===== config.mk =====
export PLATFORM = sky130hd
export DESIGN_NAME = hazard_ctrl
export DESIGN_NICKNAME = d
export VERILOG_FILES = /design/src/rtl/pipeline_pkg.sv /design/src/rtl/load_use_detect.sv /design/src/rtl/hazard_ctrl.sv
export SDC_FILE = /design/constraint.sdc
export NUM_CORES = 1
export LEC_CHECK = 0
export ABC_AREA = 0
export CORE_ASPECT_RATIO = 0.5
export CORE_MARGIN = 2
export CORE_UTILIZATION = 50
export CTS_CLUSTER_SIZE = 14
export DETAILED_ROUTE_END_ITERATION = 10
export MAX_ROUTING_LAYER = met4
export PLACE_DENSITY = 0.8
export SLEW_MARGIN = 0
export SYNTH_ARGS = -nofsm -noshare
export SYNTH_HDL_FRONTEND = slang
export SYNTH_HIERARCHICAL = 1
export SYNTH_SLANG_ARGS = --single-unit

===== constraint.sdc =====
create_clock -name clk -period 2.9 [get_ports clk]
set_input_delay 0.435 -clock clk [delete_from_list [all_inputs] [get_ports clk]]
set_output_delay 0.435 -clock clk [all_outputs]
set_load 0.005 [all_outputs]

===== src/rtl/pipeline_pkg.sv =====
// Shared pipeline types and constants for the hazard controller and its helpers.
package pipeline_pkg;

  typedef enum logic [1:0] {
    RUN         = 2'd0,
    ECALL_DRAIN = 2'd1,
    ECALL_WAIT  = 2'd2
  } hazard_state_t;

  localparam int DEFAULT_REG_ID_WIDTH = 5;

  // Register x0 is hardwired to zero, so a load targeting it never creates a hazard.
  localparam int REG_X0 = 0;

endpackage


===== src/rtl/load_use_detect.sv =====
// Combinational load-use comparator: flags an ID instruction that reads the
// destination of a load currently sitting in ID/EX.
module load_use_detect
  import pipeline_pkg::*;
#(
  parameter int REG_ID_WIDTH = DEFAULT_REG_ID_WIDTH
) (
  input  logic [REG_ID_WIDTH-1:0] id_reg1,
  input  logic [REG_ID_WIDTH-1:0] id_reg2,
  input  logic                    id_uses_reg1,
  input  logic                    id_uses_reg2,
  input  logic [REG_ID_WIDTH-1:0] ex_dest,
  input  logic                    ex_mem_read,
  output logic                    load_use
);

  logic dest_nonzero;
  logic match1;
  logic match2;

  assign dest_nonzero = (ex_dest != REG_ID_WIDTH'(REG_X0));
  assign match1       = id_uses_reg1 && (id_reg1 == ex_dest);
  assign match2       = id_uses_reg2 && (id_reg2 == ex_dest);
  assign load_use     = ex_mem_read && dest_nonzero && (match1 || match2);

endmodule


===== src/rtl/hazard_ctrl.sv =====
// Central stall/flush controller: load-use, redirect, memory wait and ecall
// serialization with a watchdog, plus saturating stall/flush statistics.
module hazard_ctrl
  import pipeline_pkg::*;
#(
  parameter int REG_ID_WIDTH  = DEFAULT_REG_ID_WIDTH,
  parameter int CNT_WIDTH     = 32,
  parameter int ECALL_TIMEOUT = 64
) (
  input  logic                    clk,
  input  logic                    reset,
  input  logic [REG_ID_WIDTH-1:0] id_reg1,
  input  logic [REG_ID_WIDTH-1:0] id_reg2,
  input  logic                    id_uses_reg1,
  input  logic                    id_uses_reg2,
  input  logic                    id_is_ecall,
  input  logic [REG_ID_WIDTH-1:0] ex_dest,
  input  logic                    ex_mem_read,
  input  logic                    ex_redirect,
  input  logic                    imem_busy,
  input  logic                    dmem_busy,
  input  logic                    wb_ecall_done,
  output logic                    pc_stall,
  output logic                    if_id_stall,
  output logic                    id_ex_stall,
  output logic                    ex_mem_stall,
  output logic                    if_id_flush,
  output logic                    id_ex_flush,
  output logic                    ex_mem_flush,
  output logic                    mem_wb_flush,
  output logic                    ecall_timeout,
  output logic [CNT_WIDTH-1:0]    stall_cycles,
  output logic [CNT_WIDTH-1:0]    flush_events
);

  localparam int WD_W = $clog2(ECALL_TIMEOUT + 1);

  hazard_state_t       state_q, state_d;
  logic                redirect_pending_q, redirect_pending_d;
  logic [WD_W-1:0]     watchdog_q, watchdog_d;
  logic                ecall_timeout_q, ecall_timeout_d;
  logic [CNT_WIDTH-1:0] stall_cycles_q, stall_cycles_d;
  logic [CNT_WIDTH-1:0] flush_events_q, flush_events_d;

  logic load_use;
  logic pc_stall_c, if_id_stall_c, id_ex_stall_c, ex_mem_stall_c;
  logic if_id_flush_c, id_ex_flush_c, mem_wb_flush_c;
  logic any_flush;

  load_use_detect #(
    .REG_ID_WIDTH(REG_ID_WIDTH)
  ) u_load_use_detect (
    .id_reg1     (id_reg1),
    .id_reg2     (id_reg2),
    .id_uses_reg1(id_uses_reg1),
    .id_uses_reg2(id_uses_reg2),
    .ex_dest     (ex_dest),
    .ex_mem_read (ex_mem_read),
    .load_use    (load_use)
  );

  always_comb begin
    pc_stall_c         = 1'b0;
    if_id_stall_c      = 1'b0;
    id_ex_stall_c      = 1'b0;
    ex_mem_stall_c     = 1'b0;
    if_id_flush_c      = 1'b0;
    id_ex_flush_c      = 1'b0;
    mem_wb_flush_c     = 1'b0;
    state_d            = state_q;
    redirect_pending_d = redirect_pending_q;
    watchdog_d         = watchdog_q;
    ecall_timeout_d    = ecall_timeout_q;

    // A data-memory wait freezes everything upstream of MEM, including the FSM.
    if (dmem_busy) begin
      pc_stall_c     = 1'b1;
      if_id_stall_c  = 1'b1;
      id_ex_stall_c  = 1'b1;
      ex_mem_stall_c = 1'b1;
      mem_wb_flush_c = 1'b1;
    end else begin
      if (redirect_pending_q) begin
        if_id_flush_c = 1'b1;
        if (!imem_busy) redirect_pending_d = 1'b0;
      end

      unique case (state_q)
        RUN: begin
          if (ex_redirect) begin
            if_id_flush_c = 1'b1;
            id_ex_flush_c = 1'b1;
            if (imem_busy) redirect_pending_d = 1'b1;
          end else if (load_use) begin
            pc_stall_c    = 1'b1;
            if_id_stall_c = 1'b1;
            id_ex_flush_c = 1'b1;
          end else if (id_is_ecall) begin
            pc_stall_c    = 1'b1;
            if_id_stall_c = 1'b1;
            state_d       = ECALL_DRAIN;
          end else if (imem_busy) begin
            pc_stall_c    = 1'b1;
            if_id_flush_c = 1'b1;
          end
        end
        ECALL_DRAIN: begin
          pc_stall_c    = 1'b1;
          if_id_stall_c = 1'b1;
          id_ex_flush_c = 1'b1;
          state_d       = ECALL_WAIT;
        end
        ECALL_WAIT: begin
          pc_stall_c    = 1'b1;
          if_id_stall_c = 1'b1;
          id_ex_flush_c = 1'b1;
          if (wb_ecall_done) begin
            state_d    = RUN;
            watchdog_d = '0;
          end else if (watchdog_q == WD_W'(ECALL_TIMEOUT - 1)) begin
            ecall_timeout_d = 1'b1;
            state_d         = RUN;
            watchdog_d      = '0;
          end else begin
            watchdog_d = watchdog_q + WD_W'(1);
          end
        end
        default: state_d = RUN;
      endcase

      // IF/ID holds a stale fetch whenever it is flushed, so the flush wins over a hold.
      if (if_id_flush_c) if_id_stall_c = 1'b0;
    end
  end

  assign pc_stall     = reset & pc_stall_c;
  assign if_id_stall  = reset & if_id_stall_c;
  assign id_ex_stall  = reset & id_ex_stall_c;
  assign ex_mem_stall = reset & ex_mem_stall_c;
  assign if_id_flush  = reset & if_id_flush_c;
  assign id_ex_flush  = reset & id_ex_flush_c;
  assign ex_mem_flush = 1'b0;
  assign mem_wb_flush = reset & mem_wb_flush_c;

  assign any_flush = if_id_flush | id_ex_flush | ex_mem_flush | mem_wb_flush;

  always_comb begin
    stall_cycles_d = stall_cycles_q;
    flush_events_d = flush_events_q;
    if (pc_stall && (stall_cycles_q != '1)) stall_cycles_d = stall_cycles_q + CNT_WIDTH'(1);
    if (any_flush && (flush_events_q != '1)) flush_events_d = flush_events_q + CNT_WIDTH'(1);
  end

  always_ff @(posedge clk or negedge reset) begin
    if (!reset) begin
      state_q            <= RUN;
      redirect_pending_q <= 1'b0;
      watchdog_q         <= '0;
      ecall_timeout_q    <= 1'b0;
      stall_cycles_q     <= '0;
      flush_events_q     <= '0;
    end else begin
      state_q            <= state_d;
      redirect_pending_q <= redirect_pending_d;
      watchdog_q         <= watchdog_d;
      ecall_timeout_q    <= ecall_timeout_d;
      stall_cycles_q     <= stall_cycles_d;
      flush_events_q     <= flush_events_d;
    end
  end

  assign ecall_timeout = ecall_timeout_q;
  assign stall_cycles  = stall_cycles_q;
  assign flush_events  = flush_events_q;

endmodule


## Word-level counts from Yosys, hierarchy flattened

Index checks and enable logic that the tools add are counted.

- Register bits after elaboration: 75
- Bits of input ports: 25
- Output and inout port bits: 73
- Logic and storage cells: 79

- $add $sub $neg: 3
- Equality and inequality tests: 11
- Mux-type cells: 37
- Bitwise logic cells: 9
- Reduce and logical (&&, ||, !) cells: 13

Operator list:

| operator | number |
|---|---|
| $add A32 B1 Y32 const B | 2 |
| $ne A32 B32 Y1 const B | 2 |
| $mux W1 | 26 |
| $mux W7 | 2 |
| $eq A5 B5 Y1 | 2 |
| $mux W2 | 5 |
| $add A7 B1 Y7 const B | 1 |
| $eq A7 B6 Y1 const B | 1 |
| $logic_and A1 B1 Y1 | 6 |
| $ne A2 B2 Y1 const B | 3 |
| $pmux W1 S2 | 3 |
| $pmux W2 S3 | 1 |
| $and A1 B1 Y1 | 5 |
| $reduce_and A5 Y1 | 1 |
| $reduce_bool A5 Y1 | 1 |
| $reduce_and A4 Y1 | 1 |
| $ne A3 B3 Y1 const B | 1 |
| $eq A2 B1 Y1 const B | 1 |
| $eq A2 B2 Y1 const B | 1 |
| $logic_not A2 Y1 | 1 |
| $not A1 Y1 | 2 |
| $or A1 B1 Y1 | 2 |
| $reduce_and A2 Y1 | 1 |
| $reduce_or A2 Y1 | 1 |
| $logic_or A1 B1 Y1 | 1 |

## Longest topological paths before layout

Gate-level depths: netlist of the first run.

- Depth in word-level cells: 13
- Gate-level depth with buffers: 10
- Mapped depth without buffers: 9

## Cells and area by module

The synthesis of the first run kept the hierarchy.

Modules (own cells, without submodules):

| module | instances | cells each | area each (µm²) | sequential area each (µm²) |
|---|---|---|---|---|
| hazard_ctrl | 1 | 393 | 4023.9 | 1876.8 |
| load_use_detect | 1 | 17 | 133.9 | 0.0 |

## Least setup slack after synthesis of the first run

OpenSTA, ideal clock, no wires.

- Path kind: input to register
- Start: input port ex_dest[1]
- End: register stall_cycles_q[15], in the netlist stall_cycles[15]
- Library setup time: 0.132 ns
- Arrival time: 2.344 ns
- Data required time: 2.768 ns
- Slack: 0.424 ns
- Stages: 9
- Path buffers: 1
- Path through: or4_1 o21ai_1 a21oi_1 or3_1 a211o_1 clkbuf_1 nand2_1 nor3_1 xor2_1

- Cells in the longest elaborated chain, start to end: 10
- Elaborated cells on any way between the ends: 14
- Those cells by class: 2 x eq/ne; 4 x mux; 1 x bitwise; 7 x reduce/logical

RTL lines:

| element | line | source |
|---|---|---|
| start: declaration | hazard_ctrl.sv:17 | `input logic [REG_ID_WIDTH-1:0] ex_dest,` |
| $eq A5 B5 Y1, on equally long branches | load_use_detect.sv:22, load_use_detect.sv:23 |  |
| $logic_and A1 B1 Y1, on equally long branches | load_use_detect.sv:22, load_use_detect.sv:23 |  |
| $logic_or A1 B1 Y1 | load_use_detect.sv:24 | `assign load_use = ex_mem_read && dest_nonzero && (match1 \|\| match2);` |
| $logic_and A1 B1 Y1 (*) | load_use_detect.sv:24 |  |
| named net load_use | hazard_ctrl.sv:45 | `logic load_use;` |
| $mux W1 (*) | hazard_ctrl.sv:94 | `end else if (load_use) begin` |
| $mux W1 (*) | hazard_ctrl.sv:90 | `if (ex_redirect) begin` |
| $pmux W1 S2 (*) | hazard_ctrl.sv:88 | `unique case (state_q)` |
| $mux W1 (*) | hazard_ctrl.sv:76 | `if (dmem_busy) begin` |
| $and A1 B1 Y1 (*) | hazard_ctrl.sv:136 | `assign pc_stall = reset & pc_stall_c;` |
| named net pc_stall | hazard_ctrl.sv:23 | `output logic pc_stall,` |
| $logic_and A1 B1 Y1 (*) | hazard_ctrl.sv:150 | `if (pc_stall && (stall_cycles_q != '1)) stall_cycles_d = stall_cycles_q + CNT_WIDTH'(1);` |
| end signal: assignment | hazard_ctrl.sv:167 | `stall_cycles_q <= stall_cycles_d;` |
| end: declaration | hazard_ctrl.sv:42 | `logic [CNT_WIDTH-1:0] stall_cycles_q, stall_cycles_d;` |

The timed path passes the listed nets; every way through them passes the cells marked *.
A chain may end at the register's enable or synchronous reset.

## Worst setup path after layout of the first run

- Start: input port ex_dest[2]
- End: output port if_id_stall

- Cells in the longest elaborated chain, start to end: 11
- Elaborated cells on any way between the ends: 18
- Those cells by class: 2 x eq/ne; 9 x mux; 1 x bitwise; 6 x reduce/logical

RTL lines:

| element | line | source |
|---|---|---|
| $eq A5 B5 Y1, on equally long branches | load_use_detect.sv:22, load_use_detect.sv:23 |  |
| $logic_and A1 B1 Y1, on equally long branches | load_use_detect.sv:22, load_use_detect.sv:23 |  |
| $logic_or A1 B1 Y1 | load_use_detect.sv:24 |  |
| $logic_and A1 B1 Y1 (*) | load_use_detect.sv:24 |  |
| named net load_use | hazard_ctrl.sv:45 |  |
| $mux W1 | hazard_ctrl.sv:94 |  |
| $mux W1 | hazard_ctrl.sv:90 |  |
| $mux W1 | hazard_ctrl.sv:88 |  |
| $mux W1 | hazard_ctrl.sv:76 |  |
| $mux W1 (*) | hazard_ctrl.sv:132 | `if (if_id_flush_c) if_id_stall_c = 1'b0;` |
| $mux W1 (*) | hazard_ctrl.sv:76 |  |
| $and A1 B1 Y1 (*) | hazard_ctrl.sv:137 | `assign if_id_stall = reset & if_id_stall_c;` |
| end: declaration | hazard_ctrl.sv:24 | `output logic if_id_stall,` |

The timed path passes the listed nets; every way through them passes the cells marked *. The select of a mux whose other input is x is not followed.

==> results.py, run 1 <==
metrics = {
    "yosys": {
        "syn-cell-area_mm2": 0.00416,
        "syn_area_per_cell_um2": 10.1,
        "synth.distinct_cells": 52,
        "yosysTopAreaCell": "dfrtp_1",
        "async_flop_share_pct": 100,
        "ys_ff_latch": 75,
        "yosysWarnings": 6,
        "synthTopCellsByArea": "dfrtp_1 45%, xor2_1 12%, nand2_1 4.0%, nand3_1 3.4%, nor4_2 3.0%",
        "synth_seq_area_share_pct": 45.1,
        "synth_top_area_share_pct": 45.1,
        "postSynthNetCount": 442,
        "syn_inst": 410,
        "synth-main-ff-cell": "dfrtp_1",
        "synth_edf_count": 0,
    },
    "floorplanning": {
        "io_pins": 98,
        "die_w_um": 133,
        "dieArea_mm2": 0.00911,
        "die_h_um": 68.5,
        "start_util_pct": 51.8,
        "core_area_mm2": 0.00803,
        "fp-row-count": 23,
    },
    "finish": {
        "multi_input_area_mm2": 0.00225,
        "layout-area-overhead-vs-synth_pct": 39.0,
        "final_cell_area_mm2": 0.00578,
        "regArea_mm2": 0.00188,
        "n_fill_cell": 586,
        "layout-drive-gt1-share_pct": 15.5,
        "n_antenna_cell": 0,
        "nets": 557,
    },
    "pwr": {
        "p_per_area_mw_per_mm2": 663,
        "netSwitchingPower_mw": 1.15,
        "peakVddDrop_mv": 0.515,
        "p_leak_nw": 2.51,
        "p_sw_share_pct": 29.9,
        "p_int_mw": 2.69,
        "p_seq_share_pct": 38.0,
        "pwr-share-clk_pct": 32.7,
        "comb_power_share_pct": 29.3,
    },
    "routing": {
        "vias": 3514,
        "dr.first_iter.drc_count": 274,
        "wire_per_inst_um": 14.8,
        "viasPerCell": 5.47,
        "drt_wl_total_um": 9510,
        "drc": 0,
        "dr.pass1.iters": 5,
        "drtAntennaViolNets": 0,
    },
    "placement": {
        "portBuffers": 96,
        "hpwlAfterDp_um": 6680,
        "gp_congestion": 0.854,
        "dpl-instance-area_mm2": 0.00535,
        "dp_slack_ns": -0.408,
    },
    "setup_path": {
        "critPathBufInv": 3,
        "critical-path-top-delay-family": "buffers and inverters",
        "critical_path_class": "primary input to primary output",
        "crit_path_cell_trace": "clkdlybuf4s50_1, or4_1, o21ai_2, a21oi_4, buf_6, o31ai_4, nor3_4, o21a_1, clkdlybuf4s15_2",
        "cp_max_fo": 5,
        "slowest_stage": "or4_1",
        "worstSetupEndpointType": "primary output",
        "crit_arrival_ns": 2.34,
        "crit_start": "ex_dest[2]",
        "cp-start-kind": "primary input",
        "slowest_delay_ns": 0.43,
        "worstPathRequired_ns": 2.47,
        "timing.rr.start": "stall_cycles[0]",
    },
    "global_route": {
        "antenna_found_initial": 0,
        "grt_max_degree": 42,
        "overflow": 0,
        "grt_pass1_wl_um": 15800,
        "grt_pass1_vias": 3228,
        "track_usage_pct": 22.7,
    },
    "clock_network": {
        "clock_sinks": 75,
        "clock_latency_ns": 0.33,
        "root_buffer": "clkbuf_16",
        "cts_tree": "done",
        "htree_levels": 3,
        "cts_buffers": 9,
        "clock_tree.buffer_depth": 2,
        "hold_buffers": 0,
        "clk_pin_slew_ns": 0.06,
    },
    "timing": {
        "worst_pin_slew_ns": 0.822,
        "layout_min_cycle_time_ns": 2.78,
        "slew_headroom_pct": 44.7,
        "setup_violations": 0,
        "slew_viol_final": 0,
        "fin_crit_sh_pct": 95.9,
        "skew_ns": 0.00578,
        "fin_tns_setup_ns": 0,
        "max_freq_ghz": 0.360,
        "hold_viol_final": 0,
        "rsz0062_at_grt": "no",
        "timing.final.ws_setup_ns": 0.120,
    },
    "outcome": {
        "status": "complete, no violations",
    },
    "worst_hold_path": {
        "min_path_type": "primary input to async pin",
    },
    "run": {
        "cap_violations": 0,
    },
}
-- synthesized netlist by cell type (all sizes together), types with 2 or more instances --
| cell type | count |
|---|---|
| and3b | 3 |
| buf | 8 |
| nor2 | 20 |
| inv | 7 |
| nor4b | 3 |
| nor3 | 32 |
| o21ai | 7 |
| nand4 | 18 |
| or4 | 3 |
| xor2 | 59 |
| and3 | 6 |
| dfrtp | 75 |
| a21oi | 8 |
| mux2 | 3 |
| and4 | 5 |
| ha | 7 |
| and2 | 5 |
| nand3 | 28 |
| or3 | 7 |
| or2 | 3 |
| xnor2 | 12 |
| o31ai | 3 |
| clkbuf | 5 |
| o21a | 2 |
| nor4 | 21 |
| nand2 | 44 |
| nor3b | 3 |
-- state kept, by name (all words and copies together), names as in the netlist --
name	flops
state_q	2
flush_events	32
watchdog_q	7
stall_cycles	32
redirect_pending_q	1
ecall_timeout	1
-- cells by family after synthesis --
| family | after synthesis | synth area share, % |
|---|---|---|
| compound gates | 29 | 4.57 |
| xor+xnor | 71 | 15.0 |
| fa+ha+maj | 7 | 2.11 |
| buf+inv | 20 | 2.65 |
| flops | 75 | 45.1 |
| mux | 3 | 0.812 |
| other cells | 1 | 0.0902 |
| simple gates | 204 | 29.7 |
-- cells in the final DEF (no fill, tap or decap), drive strengths merged, types with 2 or more instances in the layout --
cell type / n
a21oi: 8
and2: 5
and3: 6
and3b: 3
and4: 5
buf: 22
bufinv: 2
clkbuf: 15
clkdlybuf4s50: 80
dfrtp: 75
dlygate4sd2: 7
dlymetal6s2s: 5
ha: 7
inv: 7
mux2: 3
nand2: 44
nand3: 28
nand4: 18
nor2: 20
nor3: 32
nor3b: 3
nor4: 21
nor4b: 3
o21a: 2
o21ai: 7
o31ai: 3
or2: 3
or3: 7
or4: 3
xnor2: 12
xor2: 59
-- path summary, 6_finish.rpt --
| kind | end | slack (ns) | cells past startpoint |
|---|---|---|---|
| min in group clk | flush_events[31] | 0.49 | 1 |
| max in group asynchronous | flush_events[24] | 2.29 | 2 |
| worst min-delay path | stall_cycles[0] | 0.21 | 2 |
| worst min register to register | flush_events[31] | 0.49 | 1 |
| worst max register to register | stall_cycles[19] | 0.38 | 6 |
| worst max-delay path | if_id_stall | 0.12 | 9 |
-- layer usage --
metal | up-vias | share of wire (%) | track usage [%]
met4 | 0 | 1.2 | 6.32
met5 | - | 0 | -
met1 | 1703 | 47 | 29.0
li1 | 1707 | - | -
met2 | 91 | 48 | 36.9
met3 | 13 | 4.5 | 5.26
-- stage by stage --
step / instances / utilization (%) / hold slack [ns] / power (mW)
floorplan: 410 / - / 0.139 / 1.96
global placement: 623 / 66.6 / 0.437 / 2.50
detailed placement: 623 / 66.6 / 0.481 / 2.53
CTS: 642 / 71.4 / 0.210 / 3.84
global route: 642 / 72.0 / 0.238 / 4.06
finish: 642 / 72.0 / 0.205 / 3.83
-- cell type report --
| type | instances | area share [%] |
|---|---|---|
| clock buffer | 13 | 4.85 |
| timing repair buffer | 117 | 19.7 |
| multi-input combinational | 315 | 38.9 |
| clock inverter | 3 | 1.17 |
| sequential | 75 | 32.5 |
| tap | 112 | 2.43 |
| inverter | 7 | 0.455 |
-- repair_timing --
| action | CTS | global route |
|---|---|---|
| setup endpoints to repair | 8 | 33 |
| pin swaps | 13 | 11 |
| resized for setup | 18 | 17 |
| buffers inserted | 3 | 1 |
-- power by group through the flow --
stage          Sequential [mW]  Clock (mW)  Combinational [mW]
2_1_floorplan             1.43           0               0.523
3_3_place_gp              1.46           0                1.04
3_5_place_dp              1.47           0                1.07
4_1_cts                   1.45        1.28                1.12
5_1_grt                   1.49        1.33                1.23
6_report                  1.46        1.25                1.12
No activity file was read; power rests on OpenSTA's default activity.
==> run 2: changes to the inputs <==
--- a/config.mk
+++ b/config.mk
@@ -6,6 +6,7 @@
 export NUM_CORES = 1
 export LEC_CHECK = 0
 export ABC_AREA = 0
+export CAP_MARGIN = 20
 export CORE_ASPECT_RATIO = 0.5
 export CORE_MARGIN = 2
 export CORE_UTILIZATION = 50
==> results of run 2 <==
Final layout, timing and power as in run 1 (identical DEF).
==> run 3: changes to the inputs <==
--- a/config.mk
+++ b/config.mk
@@ -8,12 +8,11 @@
 export ABC_AREA = 0
 export CAP_MARGIN = 20
 export CORE_ASPECT_RATIO = 0.5
-export CORE_MARGIN = 2
-export CORE_UTILIZATION = 50
+export CORE_UTILIZATION = 45
 export CTS_CLUSTER_SIZE = 14
 export DETAILED_ROUTE_END_ITERATION = 10
 export MAX_ROUTING_LAYER = met4
-export PLACE_DENSITY = 0.8
+export PLACE_DENSITY = 0.76
 export SLEW_MARGIN = 0
 export SYNTH_ARGS = -nofsm -noshare
 export SYNTH_HDL_FRONTEND = slang
==> constraint.sdc (replaced) <==
create_clock -name clk -period 2.3 [get_ports clk]
set_input_delay 0.345 -clock clk [delete_from_list [all_inputs] [get_ports clk]]
set_output_delay 0.345 -clock clk [all_outputs]
set_load 0.005 [all_outputs]
==> run 3 against run 2 <==
The flow now finishes with violations (setup timing). Clock-buffer cell count increased by 1. Worst hold slack worse by 0.16 ns. Register-to-register slack got worse by 0.31 ns. Global-route usage barely moved. Wire length grew 13%. Non-clock buffer count increased by 19.
==> results.py, run 3 (same netlist as run 1, synthesis figures left out) <==
metrics = {
    "setup_path": {
        "cp-start-kind": "primary input",
        "crit_arrival_ns": 2.00,
        "worstSetupEndpointType": "primary output",
        "worstPathRequired_ns": 1.96,
        "critPathBufInv": 2,
        "slowest_stage": "or4_4",
        "critical_path_class": "primary input to primary output",
        "crit_path_cell_trace": "buf_8, or4_4, o21ai_4, a21oi_4, or3_1, a211o_1, buf_2",
        "cp_max_fo": 4,
        "critical-path-top-delay-family": "simple AND/OR/NAND/NOR gates",
        "slowest_delay_ns": 0.54,
    },
    "finish": {
        "layout-area-overhead-vs-synth_pct": 50.6,
        "n_antenna_cell": 0,
        "final_common_cell": "clkdlybuf4s50_1",
        "fin_cells": 666,
        "final_cell_mix": "76 x clkdlybuf4s50_1, 75 x dfrtp_1, 55 x xor2_1",
        "final_util_pct": 70.9,
        "layout-drive-gt1-share_pct": 24.2,
        "nets": 576,
        "final_cell_area_mm2": 0.00626,
    },
    "timing": {
        "rsz0062_at_grt": "yes",
        "timing.hold.ws_ns": 0.0432,
        "worst_pin_slew_ns": 0.770,
        "skew_ns": 0.00628,
        "slew_viol_final": 0,
        "timing.final.ws_setup_ns": -0.0442,
        "setup_violations": 10,
        "fin_crit_sh_pct": 102,
        "slew_headroom_pct": 48.6,
        "layout_min_cycle_time_ns": 2.34,
        "hold_viol_final": 0,
        "fin_tns_setup_ns": -0.272,
        "max_freq_ghz": 0.427,
    },
    "pwr": {
        "peakVddDrop_mv": 0.566,
        "p_leak_nw": 2.59,
        "p_per_area_mw_per_mm2": 788,
    },
    "routing": {
        "viasPerCell": 5.46,
        "dr.pass1.iters": 4,
        "drtAntennaViolNets": 0,
        "drc": 0,
        "wire_per_inst_um": 16.1,
        "drt_wl_total_um": 10700,
        "vias": 3635,
        "dr.first_iter.drc_count": 240,
    },
    "global_route": {
        "grt_max_degree": 61,
        "grt_pass1_wl_um": 16400,
        "overflow": 0,
        "grt_pass1_vias": 3307,
        "use_met2_pct": 33.4,
        "track_usage_pct": 22.7,
        "grt_use_met1_pct": 30.6,
        "grt_use_met3_pct": 6.10,
        "antenna_found_initial": 0,
        "busiest_layer": "met2",
    },
    "clock_network": {
        "clk_pin_slew_ns": 0.05,
        "cts_buffers": 9,
        "clock_latency_ns": 0.34,
        "cts_tree": "done",
        "clock_tree.buffer_depth": 2,
        "root_buffer": "clkbuf_16",
        "htree_levels": 3,
        "clock_sinks": 75,
    },
    "placement": {
        "portBuffers": 96,
        "hpwlAfterDp_um": 6820,
        "dp.cells": 638,
        "dpl-instance-area_mm2": 0.00544,
        "gp_congestion": 0.789,
    },
    "floorplanning": {
        "dieArea_mm2": 0.00965,
        "core_area_mm2": 0.00883,
        "fp-row-count": 24,
        "die_h_um": 70.0,
        "io_pins": 98,
        "start_util_pct": 47.1,
        "die_w_um": 138,
    },
    "outcome": {
        "failed_checks": "setup timing",
        "status": "finished with violations",
    },
    "worst_hold_path": {
        "min_path_type": "primary input to async pin",
    },
    "run": {
        "cap_violations": 0,
    },
}
==> run 3: cell type report <==
cell class / instances / area [um^2]
Tap cell: 117 / 146
Sequential cell: 75 / 1880
Clock buffer: 14 / 254
Timing Repair Buffer: 136 / 1300
Clock inverter: 2 / 35.0
Multi-Input combinational cell: 315 / 2620
Inverter: 7 / 26.3
Fill cell: 635 / 2570
==> run 3: final timing paths <==
| kind | startpoint | endpoint | slack (ns) | cells after the start |
|---|---|---|---|---|
| worst max-delay path | ex_dest[1] | pc_stall | -0.04 | 7 |
| worst min-delay path | reset | stall_cycles[28] | 0.04 | 2 |
| worst max register to register | state_q[0] | flush_events[1] | 0.07 | 10 |
| worst min register to register | ecall_timeout | ecall_timeout | 0.45 | 1 |
| max in group asynchronous | reset | flush_events[30] | 1.51 | 2 |
| min in group clk | ecall_timeout | ecall_timeout | 0.45 | 1 |
==> run 3: repair_timing <==
| action | CTS | global route |
|---|---|---|
| gates resized for setup | 82 | 66 |
| endpoints found under the hold margin | 1 | 0 |
| hold buffers | 1 | 0 |
| endpoints found under the setup margin | 68 | 51 |
| gates cloned | 0 | 2 |
| setup buffers | 3 | 6 |
| pin swaps | 23 | 27 |
==> run 3: where the power goes <==
group / total [mW] / leakage [nW] / switching [mW] / internal [mW]
combinational: 1.71 / 1.51 / 0.788 / 0.922
sequential: 1.83 / 0.944 / 0.281 / 1.55
clock: 1.40 / 0.141 / 0.526 / 0.869
total: 4.93 / 2.59 / 1.60 / 3.34
==> run 3: metal layers <==
layer | vias to the layer above | routed length [um]
met5 | - | 0
met4 | 0 | 165
met3 | 14 | 420
met2 | 80 | 5260
met1 | 1806 | 4860
li1 | 1735 | -
==> run 3: worst reg2reg max path, delay by kind of cell, from the launching register on <==
kind | cells | cell delay, ns
compound gates | 3 | 0.59
buf+inv | 4 | 0.57
flops | 1 | 0.34
mux | 1 | 0.30
fa+ha+maj | 1 | 0.26
simple gates | 1 | 0.08
==> run 3: stage by stage <==
step	setup WS [ns]	power [mW]
after floorplan	-0.00256	2.50
after global placement	-0.808	3.22
after detailed placement	-0.866	3.25
after CTS	-0.0545	4.71
after global routing	-0.174	5.20
final	-0.0442	4.93
